===== src/rtl/sevenseg_scan.sv =====
// sevenseg_scan: time-multiplexes one shared BCD-to-7-segment decoder across
// NUM_DIGITS common-cathode digits. A display register swaps in a new value
// only at frame boundaries, so a frame never shows a mix of old and new digits.
//
// Ports:
//   clk       system clock
//   rst       synchronous active-high reset
//   wr_valid  write request
//   wr_ready  write port can accept (pending slot empty), combinational
//   wr_data   packed BCD value, nibble i = digit i, nibble 0 least significant
//   lz_blank  1 = suppress leading zeros
//   bcd_out   registered nibble to shared decoder, 4'hF = blank
//   dig_en    registered one-hot digit enable, all-zero during guard/reset
module sevenseg_scan #(
  parameter int unsigned NUM_DIGITS = 4,
  parameter int unsigned PRESCALE   = 1000,
  parameter int unsigned GUARD      = 1
) (
  input  logic                    clk,
  input  logic                    rst,
  input  logic                    wr_valid,
  output logic                    wr_ready,
  input  logic [4*NUM_DIGITS-1:0] wr_data,
  input  logic                    lz_blank,
  output logic [3:0]              bcd_out,
  output logic [NUM_DIGITS-1:0]   dig_en
);

  localparam int unsigned DW = 4 * NUM_DIGITS;
  localparam int unsigned IW = (NUM_DIGITS > 1) ? $clog2(NUM_DIGITS) : 1;
  localparam int unsigned CMAX_A = (PRESCALE > GUARD) ? PRESCALE : GUARD;
  localparam int unsigned CMAX = (CMAX_A > 2) ? CMAX_A : 2;
  localparam int unsigned CW = $clog2(CMAX);
  localparam int unsigned GUARD_LAST = (GUARD > 0) ? GUARD - 1 : 0;

  localparam logic [0:0] S_SHOW  = 1'b0;
  localparam logic [0:0] S_GUARD = 1'b1;

  logic [0:0]    state_q, state_d;
  logic [CW-1:0] cnt_q, cnt_d;
  logic [IW-1:0] idx_q, idx_d;
  logic [DW-1:0] disp_q, disp_d;
  logic [DW-1:0] pend_q, pend_d;
  logic          pend_full_q, pend_full_d;
  logic [NUM_DIGITS-1:0] dig_en_q, dig_en_d;
  logic [3:0]    bcd_q, bcd_d;

  logic          advance;
  logic          boundary;
  logic [3:0]    nib;
  logic          zero_up;

  assign wr_ready = ~pend_full_q;
  assign dig_en   = dig_en_q;
  assign bcd_out  = bcd_q;

  // State register
  always_ff @(posedge clk) begin
    if (rst) begin
      state_q     <= S_SHOW;
      cnt_q       <= '0;
      idx_q       <= '0;
      disp_q      <= '0;
      pend_q      <= '0;
      pend_full_q <= 1'b0;
      dig_en_q    <= '0;
      bcd_q       <= 4'hF;
    end else begin
      state_q     <= state_d;
      cnt_q       <= cnt_d;
      idx_q       <= idx_d;
      disp_q      <= disp_d;
      pend_q      <= pend_d;
      pend_full_q <= pend_full_d;
      dig_en_q    <= dig_en_d;
      bcd_q       <= bcd_d;
    end
  end

  // Scan sequencing, write handshake, frame-boundary swap and digit output
  always_comb begin
    state_d     = state_q;
    cnt_d       = cnt_q + CW'(1);
    idx_d       = idx_q;
    disp_d      = disp_q;
    pend_d      = pend_q;
    pend_full_d = pend_full_q;
    dig_en_d    = '0;
    bcd_d       = 4'hF;
    advance     = 1'b0;
    boundary    = 1'b0;
    nib         = 4'h0;
    zero_up     = 1'b0;

    case (state_q)
      S_SHOW: begin
        if (cnt_q == CW'(PRESCALE - 1)) begin
          cnt_d = '0;
          if (GUARD > 0) state_d = S_GUARD;
          else           advance = 1'b1;
        end
      end
      S_GUARD: begin
        if (cnt_q == CW'(GUARD_LAST)) begin
          cnt_d   = '0;
          state_d = S_SHOW;
          advance = 1'b1;
        end
      end
      default: begin
        state_d = S_SHOW;
        cnt_d   = '0;
      end
    endcase

    if (advance) begin
      if (idx_q == IW'(NUM_DIGITS - 1)) begin
        idx_d    = '0;
        boundary = 1'b1;
      end else begin
        idx_d = idx_q + IW'(1);
      end
    end

    // Swap takes priority; a write can only land while the slot is empty,
    // so a capture on the boundary cycle waits for the next frame.
    if (boundary && pend_full_q) begin
      disp_d      = pend_q;
      pend_full_d = 1'b0;
    end else if (wr_valid && !pend_full_q) begin
      pend_d      = wr_data;
      pend_full_d = 1'b1;
    end

    // zero_up: this nibble and every more-significant nibble are zero
    for (int i = 0; i < NUM_DIGITS; i++) begin
      if (idx_q == IW'(i)) begin
        nib     = disp_q[4*i +: 4];
        zero_up = ((disp_q >> (4*i)) == '0);
      end
    end

    if (state_q == S_SHOW) begin
      dig_en_d = NUM_DIGITS'(1) << idx_q;
      bcd_d    = (lz_blank && (idx_q != '0) && zero_up) ? 4'hF : nib;
    end
  end

endmodule


===== config.mk =====
export PLATFORM = sky130hd
export DESIGN_NAME = sevenseg_scan
export DESIGN_NICKNAME = d
export VERILOG_FILES = /design/src/rtl/sevenseg_scan.sv
export SDC_FILE = /design/constraint.sdc
export NUM_CORES = 1
export LEC_CHECK = 0
export BUFFER_PORTS_ARGS = -buffer_cell sky130_fd_sc_hd__buf_4
export CAP_MARGIN = 15
export CORE_MARGIN = 1
export CORE_UTILIZATION = 31
export DETAILED_ROUTE_END_ITERATION = 10
export PLACE_DENSITY = 0.54
export SYNTH_ARGS = -nofsm -noshare
export SYNTH_HDL_FRONTEND = slang
export SYNTH_SLANG_ARGS = --single-unit

===== constraint.sdc =====
create_clock -name clk -period 5.4 [get_ports clk]
set_clock_uncertainty 0.1 [all_clocks]
set_input_delay 0.54 -clock clk [delete_from_list [all_inputs] [get_ports clk]]
set_output_delay 0.54 -clock clk [all_outputs]
set_load 0.05 [all_outputs]

# After elaboration in Yosys (flattened, before gate mapping)
# Cells that the tools add are included.
[op_classes]
mux = 19
add_sub_neg = 2
eq_ne = 4
n_shift = 1
n_reduce_logical = 16
bitwise = 3
[ops]
columns = ["op", "count"]
rows = [
  ["zero test 16 bit", 4],
  ["two-way mux 10 bit", 2],
  ["case mux 10 bit (2 select lines)", 1],
  ["two-way mux 4 bit", 4],
  ["adder 10 x 1 -> 10 bit (second input constant)", 1],
  ["equality test 10 bit (second input constant)", 1],
  ["zero test 10 bit", 1],
  ["two-way mux 1 bit", 9],
  ["equality test 2 bit (second input constant)", 2],
  ["logical AND 1 bit", 4],
  ["case mux 1 bit (2 select lines)", 2],
  ["OR reduction 2 bit", 2],
  ["left shift 1 x 2 -> 4 bit (first input constant)", 1],
  ["inverter 1 bit", 3],
  ["OR reduction 3 bit", 1],
  ["adder 2 x 1 -> 2 bit (second input constant)", 1],
  ["equality test 2 x 1 -> 1 bit (second input constant)", 1],
  ["zero test 2 bit", 1],
  ["two-way mux 2 bit", 1],
  ["AND reduction 2 bit", 1],
  ["nonzero test 2 bit", 1],
  ["zero test 1 bit", 1],
]
[word_totals]
reg_bits = 54
word_cells = 53
input_bits = 20

# Logic depth before layout (Yosys ltp)
# Gate-level depths: netlist of run 1.
[logic_depth]
depth_word = 7
depth_mapped = 8

# Worst setup path after synthesis of run 1
# Ideal clock, no wire load.
[synth_timing]
kind = "reg2reg"
from = "reg idx_q[0]"
to = "reg bcd_q[0], in the netlist bcd_out[0]"
required_ns = 5.167
setup_slack_ns = 3.599
arrival_time_ns = 1.568
path_stages_with_launch = 8
setup_time_ns = 0.133
synth_period_minus_slack_ns = 1.801
path_cell_list = "dfxtp_1 inv_1 ha_1 clkbuf_1 or2_2 a211oi_1 a211o_1 o211ai_1"
[synth_via]
elab_chain_len = 7
word_cells_on_any_way = 16
[synth_rtl]
columns = ["item", "line", "rtl"]
rows = [
  ["from (decl)", "41", "logic [IW-1:0] idx_q, idx_d;"],
  ["from (signal assigned)", "71", "idx_q <= idx_d;"],
  ["zero test 2 bit", "137", "if (idx_q == IW'(i)) begin"],
  ["two-way mux 1 bit (4 in series)", "137", ""],
  ["logical AND 1 bit", "145", "bcd_d = (lz_blank && (idx_q != '0) && zero_up) ? 4'hF : nib;"],
  ["OR reduction 3 bit (no source line)", "-", ""],
  ["to (signal assigned)", "67", "bcd_q <= 4'hF;"],
  ["to (signal assigned)", "76", "bcd_q <= bcd_d;"],
  ["to (decl)", "46", "logic [3:0] bcd_q, bcd_d;"],
]
# Several ways; a longest one is shown, not always the timed one.
# A chain may end at the register's enable or synchronous reset.

# Worst setup path after layout of run 1
[layout_timing]
from = "reg idx_q[0]"
to = "reg disp_q[7]"
[layout_via]
elab_chain_len = 4
[layout_rtl]
columns = ["item", "line", "rtl"]
rows = [
  ["equality test 2 bit", "117", "if (idx_q == IW'(NUM_DIGITS - 1)) begin"],
  ["two-way mux 1 bit", "117", ""],
  ["two-way mux 1 bit", "116", "if (advance) begin"],
  ["logical AND 1 bit", "127", "if (boundary && pend_full_q) begin"],
  ["to (signal assigned)", "72", "disp_q <= disp_d;"],
  ["to (decl)", "42", "logic [DW-1:0] disp_q, disp_d;"],
]
# Every way passes these cells.

==> results of run 1 <==
-- registers in the layout, summed over array words and instances (netlist names) --
register and count:
pend_q 16, pend_full_q 1, state_q 1, bcd_out 4
disp_q 16, idx_q 2, dig_en 4, cnt_q 10
-- worst min-delay path: stages (launching register included) --
cell	delay [ns]
dfxtp_1	0.32
nand2_1	0.05
a21oi_1	0.05
-- power by group through the flow --
stage / logic [mW] / registers (mW) / clock network, mW
2_1_floorplan: 0.0287 / 0.431 / 0
3_3_place_gp: 0.0558 / 0.426 / 0
3_5_place_dp: 0.0562 / 0.426 / 0
4_1_cts: 0.0562 / 0.417 / 0.227
5_1_grt: 0.0633 / 0.418 / 0.242
6_report: 0.0556 / 0.416 / 0.217
-- how the worst max path moves through the flow --
stage          cells after the start  slack [ns]                endpoint                   from
2_1_floorplan                      7        3.60   bcd_out[0]$_SDFF_PP1_  idx_q[0]$_SDFFE_PP0P_
3_3_place_gp                       5        2.76  disp_q[1]$_SDFFE_PP0P_  idx_q[0]$_SDFFE_PP0P_
3_5_place_dp                       6        3.00  disp_q[7]$_SDFFE_PP0P_  idx_q[0]$_SDFFE_PP0P_
4_1_cts                            6        3.00  disp_q[1]$_SDFFE_PP0P_  idx_q[0]$_SDFFE_PP0P_
5_1_grt                            6        2.81  disp_q[1]$_SDFFE_PP0P_  idx_q[0]$_SDFFE_PP0P_
6_report                           6        2.99  disp_q[7]$_SDFFE_PP0P_  idx_q[0]$_SDFFE_PP0P_
-- per-layer routing --
metal  vias to the layer above  wire length [µm]
li1                        891                 -
met1                       774              2057
met2                        28              1996
met3                         6               146
met4                         0                76
met5                         -                 0
-- cells by family after synthesis --
logic type | synth area share [%]
fa+ha+maj | 3.403
xor+xnor | 3.176
simple gates | 24.56
compound gates | 8.395
flops | 49.01
buf+inv | 3.744
mux | 7.714
-- through the flow --
stage          total power, mW  std cells  instance area (µm²)
3_3_place_gp            0.4814        362                 2480
5_1_grt                 0.7242        371                 2586
6_report                0.6892        371                 2586
2_1_floorplan           0.4596        249                 2206
3_5_place_dp            0.4820        363                 2495
4_1_cts                 0.7002        370                 2579
-- cells in the final DEF (no fill, tap or decap), types with 2 or more instances in the layout --
cell type	count
o211ai_1	4
clkinvlp_4	2
ha_1	6
nand2_1	45
buf_4	29
mux2i_1	17
xnor2_1	4
clkbuf_8	5
inv_1	7
dfxtp_1	54
nor4b_1	2
nor2_1	33
nor4_1	4
nand3_1	4
or3_1	2
nand3b_1	5
and3_1	4
xor2_1	4
nand4_1	4
a21oi_1	26
nor3_1	4
-- final cells by class --
type	count	area share [%]
Clock buffer	5	2.661
Multi-Input combinational cell	177	40.30
Timing Repair Buffer	30	8.999
Inverter	7	1.016
Sequential cell	54	41.80
Tap cell	96	4.644
Clock inverter	2	0.5806
==> qor.yml, run 1 <==
run_status:
  status: "completed"
floorplanning:
  ios: 29
  start_util_pct: 32.29
  chipWidth_um: 86.36
  die_h_um: 86.36
  rows: 30
  dieArea_um2: 7457
  core_area_um2: 6832
worst_hold_path:
  hold_depth: 2
  min_to: "pend_q[13]$_SDFFE_PP0P_"
  min_path_type: "reg2reg"
  worstHoldStart: "pend_q[13]$_SDFFE_PP0P_"
critical_path:
  cp.required_ns: 5.49
  cp_num_buf_inv: 1
  slowest_stage: "nand4_1"
  arrival_ns: 2.50
  timing.rr.start: "idx_q[0]$_SDFFE_PP0P_"
  rr_endpoint: "disp_q[7]$_SDFFE_PP0P_"
  critical_path.max_stage_delay_ns: 0.55
  cp_max_fo: 12
  path_delay_family: "simple AND/OR/NAND/NOR gates"
  worstPathCellList: "ha_1 -> and3_1 -> nand4_1 -> buf_8 -> mux2i_1 -> nor2_1"
  cp-start-kind: "flip-flop"
  r2r_cells: 6
  end_kind: "flip-flop"
  critical_path_class: "reg2reg"
  reg2reg_setup_slack_ns: 2.99
logic_synthesis:
  synth_nets: 275
  synth_cell_type_count: 30
  synth.avg_cell_area_um2: 8.859
  yosysMostFrequentCell: "dfxtp_1"
  async_reset_ff_share_pct: 0
  synth_top_cells_by_count: "dfxtp_1 (54), nand2_1 (45), nor2_1 (33)"
  synth_cells: 249
  post-synth-top-area-cell: "dfxtp_1"
  netlist_area_um2: 2206
  synth_warnings: 0
  synth_edf_count: 0
  yosysSeqAreaShare_pct: 49.01
  synth_flop_cell: "dfxtp_1"
  synth_seq_cells: 54
  yosysTopAreaCellShare_pct: 49.01
  synth_area_leaders: "dfxtp_1 (49%), mux2i_1 (7.7%), nand2_1 (7.7%)"
placed_design:
  hpwlAfterDp_mm: 3.080
  dp_slack_ns: 2.999
  gp_congestion: 0.7675
  portBuffers: 28
clocking:
  cts_hold_buffers: 0
  cts_tree: "built"
  h-tree-depth: 2
  clock_path_buffers: 2
  post_cts_buffers: 0
  clkLatencyLatePin_ns: 0.31
  clk_pin_slew_worst_paths_ns: 0.09
  cts_resized: 0
  cts.sinks: 54
  numCtsBuffers: 5
  clk_root_buffer_cell: "clkbuf_8"
finish:
  syn2layout_area_growth_pct: 17.24
  multi_input_area_um2: 1042
  n_fill_cell: 748
  utilization_pct: 37.86
  drive_above_1_share_pct: 14.55
  regArea_um2: 1081
  antenna_cells: 0
  nets: 301
timing:
  timing.final.crit_share_pct: 44.56
  report.final.slew_viol_count: 0
  max_freq_mhz: 415.6
  fin_ws_ns: 2.994
  rsz0062_at_grt: "false"
  finalHoldViolCount: 0
  timing.setup.tns_ns: 0
  holdWs_ns: 0.3613
  period_needed_ns: 2.406
  setup_viol_count_final: 0
  relSlewSlack_pct: 54.14
  tightest_slew_ns: 0.6858
detailed_routing:
  vias_per_cell: 4.580
  routedWlPerCell_um: 11.53
  ant_nets: 0
  drtIter0Drc: 39
  wl_mm: 4.277
  vias: 1699
  drtPass1Iterations: 4
  drcViolationCount: 0
grt:
  grt_pass1_vias: 1600
  track_usage_pct: 12.93
  antenna_found_initial: 0
  grt_first_pass_wirelength_mm: 7.590
  grt.overflow.total: 0
  gr-usage-met2_pct: 20.85
  grt_use_met1_pct: 16.47
  grt_use_met3_pct: 2.952
  grt_max_degree: 42
  top_usage_layer: "met2"
pwr:
  internal_power_mw: 0.5217
  peakVddDrop_v: 0.0001025
  pwr_density_cell_nw_per_um2: 266.5
  comb_power_share_pct: 8.1
  p_clk_share_pct: 31.5
  p_sw_mw: 0.1675
  leakage_nw: 1.123
  sw_frac_of_total_pct: 24.31
  p_seq_share_pct: 60.4
run:
  cap_violations: 0
Note: power is estimated with default switching activity, not from simulation.
==> inputs of run 2 (changes only) <==
Clock period 5.4 ns to 2.32 ns, I/O delays scaled along.
==> qor.yml, run 2 (synthesis gave the netlist of run 1 again) <==
clocking:
  cts_resized: 0
  clock_path_buffers: 2
  cts_hold_buffers: 0
  clkLatencyLatePin_ns: 0.31
  h-tree-depth: 2
  cts_tree: "built"
  clk_root_buffer_cell: "clkbuf_8"
  cts.sinks: 54
  post_cts_buffers: 0
  numCtsBuffers: 5
  clk_pin_slew_worst_paths_ns: 0.10
worst_hold_path:
  min_to: "pend_q[13]$_SDFFE_PP0P_"
  hold_depth: 3
  worstHoldStart: "wr_data[13]"
  min_path_type: "in2reg"
finish:
  syn2layout_area_growth_pct: 18.21
  n_fill_cell: 738
  nets: 301
  largestRegisters: "disp_q (16), pend_q (16), cnt_q (10)"
  fin_area_um2: 2608
  mostFrequentLayoutCell: "dfxtp_1"
  stdcell_count: 372
  drive_above_1_share_pct: 14.86
  final_cell_mix: "dfxtp_1 (54), nand2_1 (45), nor2_1 (33)"
  antenna_cells: 0
critical_path:
  rr_endpoint: "bcd_out[0]$_SDFF_PP1_"
  r2r_cells: 6
  arrival_ns: 2.08
  slowest_stage: "dfxtp_1"
  timing.rr.start: "idx_q[0]$_SDFFE_PP0P_"
  reg2reg_setup_slack_ns: 0.37
  end_kind: "flip-flop"
  cp-start-kind: "flip-flop"
  cp_max_fo: 8
  critical_path_class: "reg2reg"
  cp.required_ns: 2.45
  critical_path.max_stage_delay_ns: 0.45
  worstPathCellList: "inv_1 -> ha_1 -> nor4b_1 -> o311ai_0 -> a211o_1 -> o211ai_1"
timing:
  finalHoldViolCount: 0
  tightest_slew_ns: 0.5300
  report.final.slew_viol_count: 0
  holdWs_ns: 0.06021
  setup_viol_count_final: 0
  max_freq_mhz: 511.8
  period_needed_ns: 1.954
  timing.final.crit_share_pct: 84.23
  relSlewSlack_pct: 64.58
  rsz0062_at_grt: "false"
  timing.setup.tns_ns: 0
pwr:
  sw_frac_of_total_pct: 22.90
  peakVddDrop_v: 0.0002130
  comb_power_share_pct: 7.5
  finalPower_mw: 1.727
  p_sw_mw: 0.3954
  p_seq_share_pct: 56.1
  p_clk_share_pct: 36.4
  pwr_density_cell_nw_per_um2: 662.2
  internal_power_mw: 1.331
  leakage_nw: 1.142
detailed_routing:
  drtIter0Drc: 60
  drcViolationCount: 0
  vias: 1707
  drtPass1Iterations: 4
  ant_nets: 0
  wl_mm: 4.252
  routedWlPerCell_um: 11.43
  vias_per_cell: 4.589
grt:
  antenna_found_initial: 0
  grt.overflow.total: 0
  grt_first_pass_wirelength_mm: 7.107
  grt_max_degree: 42
  grt_pass1_vias: 1543
  track_usage_pct: 12.12
floorplanning:
  ios: 29
  die_h_um: 86.36
  rows: 30
  dieArea_um2: 7457
  chipWidth_um: 86.36
  core_area_um2: 6832
  start_util_pct: 32.29
placed_design:
  dp.cells: 363
  placed_area_um2: 2487
  portBuffers: 28
  hpwlAfterDp_mm: 2.980
  gp_congestion: 0.7152
run:
  cap_violations: 0
run_status:
  status: "completed"
run 2: critical path: cells and delay by family, from the launching register on:
| kind | cells | cell delay [ns] |
|---|---|---|
| flip-flops | 1 | 0.45 |
| AND/OR/NAND/NOR | 1 | 0.26 |
| adder cells (fa/ha/maj) | 1 | 0.30 |
| AO/OA/AOI/OAI | 3 | 0.67 |
| buffers and inverters | 1 | 0.11 |
run 2: layer usage:
layer / track usage, % / share of wire, % / vias to the layer above
li1: - / - / 900
met1: 15.29 / 48 / 773
met2: 20.13 / 48 / 28
met3: 2.286 / 3.0 / 6
met4: 5.455 / 1.4 / 0
met5: 0 / 0 / -
run 2: layout make-up:
type	count	area, µm²	area share (%)
clock buffer	5	68.82	2.639
timing repair buffer	30	225.2	8.637
inverter	7	26.28	1.008
clock inverter	3	43.79	1.679
multi-input combinational	177	1042	39.97
sequential	54	1081	41.46
tap	96	120.1	4.607
run 2: power by group through the flow:
stage	logic (mW)	clock network (mW)	registers, mW
after floorplan	0.0668	0	1.00
after global placement	0.129	0	0.991
after detailed placement	0.130	0	0.992
after CTS	0.130	0.657	0.970
after global routing	0.144	0.693	0.973
final	0.129	0.628	0.969
run 2: worst max-delay path by stage:
stage	end	startpoint	slack, ns	depth (start not counted)
3_5_place_dp	bcd_out[3]$_SDFF_PP1_	idx_q[0]$_SDFFE_PP0P_	0.40	6
6_report	bcd_out[0]$_SDFF_PP1_	idx_q[0]$_SDFFE_PP0P_	0.37	6
3_3_place_gp	bcd_out[0]$_SDFF_PP1_	idx_q[0]$_SDFFE_PP0P_	0.45	6
5_1_grt	bcd_out[1]$_SDFF_PP1_	idx_q[0]$_SDFFE_PP0P_	0.18	6
2_1_floorplan	bcd_out[0]$_SDFF_PP1_	idx_q[0]$_SDFFE_PP0P_	0.52	7
4_1_cts	bcd_out[0]$_SDFF_PP1_	idx_q[0]$_SDFFE_PP0P_	0.38	6
run 2: metrics by stage:
step	worst slack (ns)	utilization, %
global route	0.1758	38.17
floorplan	0.5191	-
global placement	0.4460	36.41
detailed placement	0.3974	36.41
CTS	0.3808	38.06
finish	0.3659	38.17
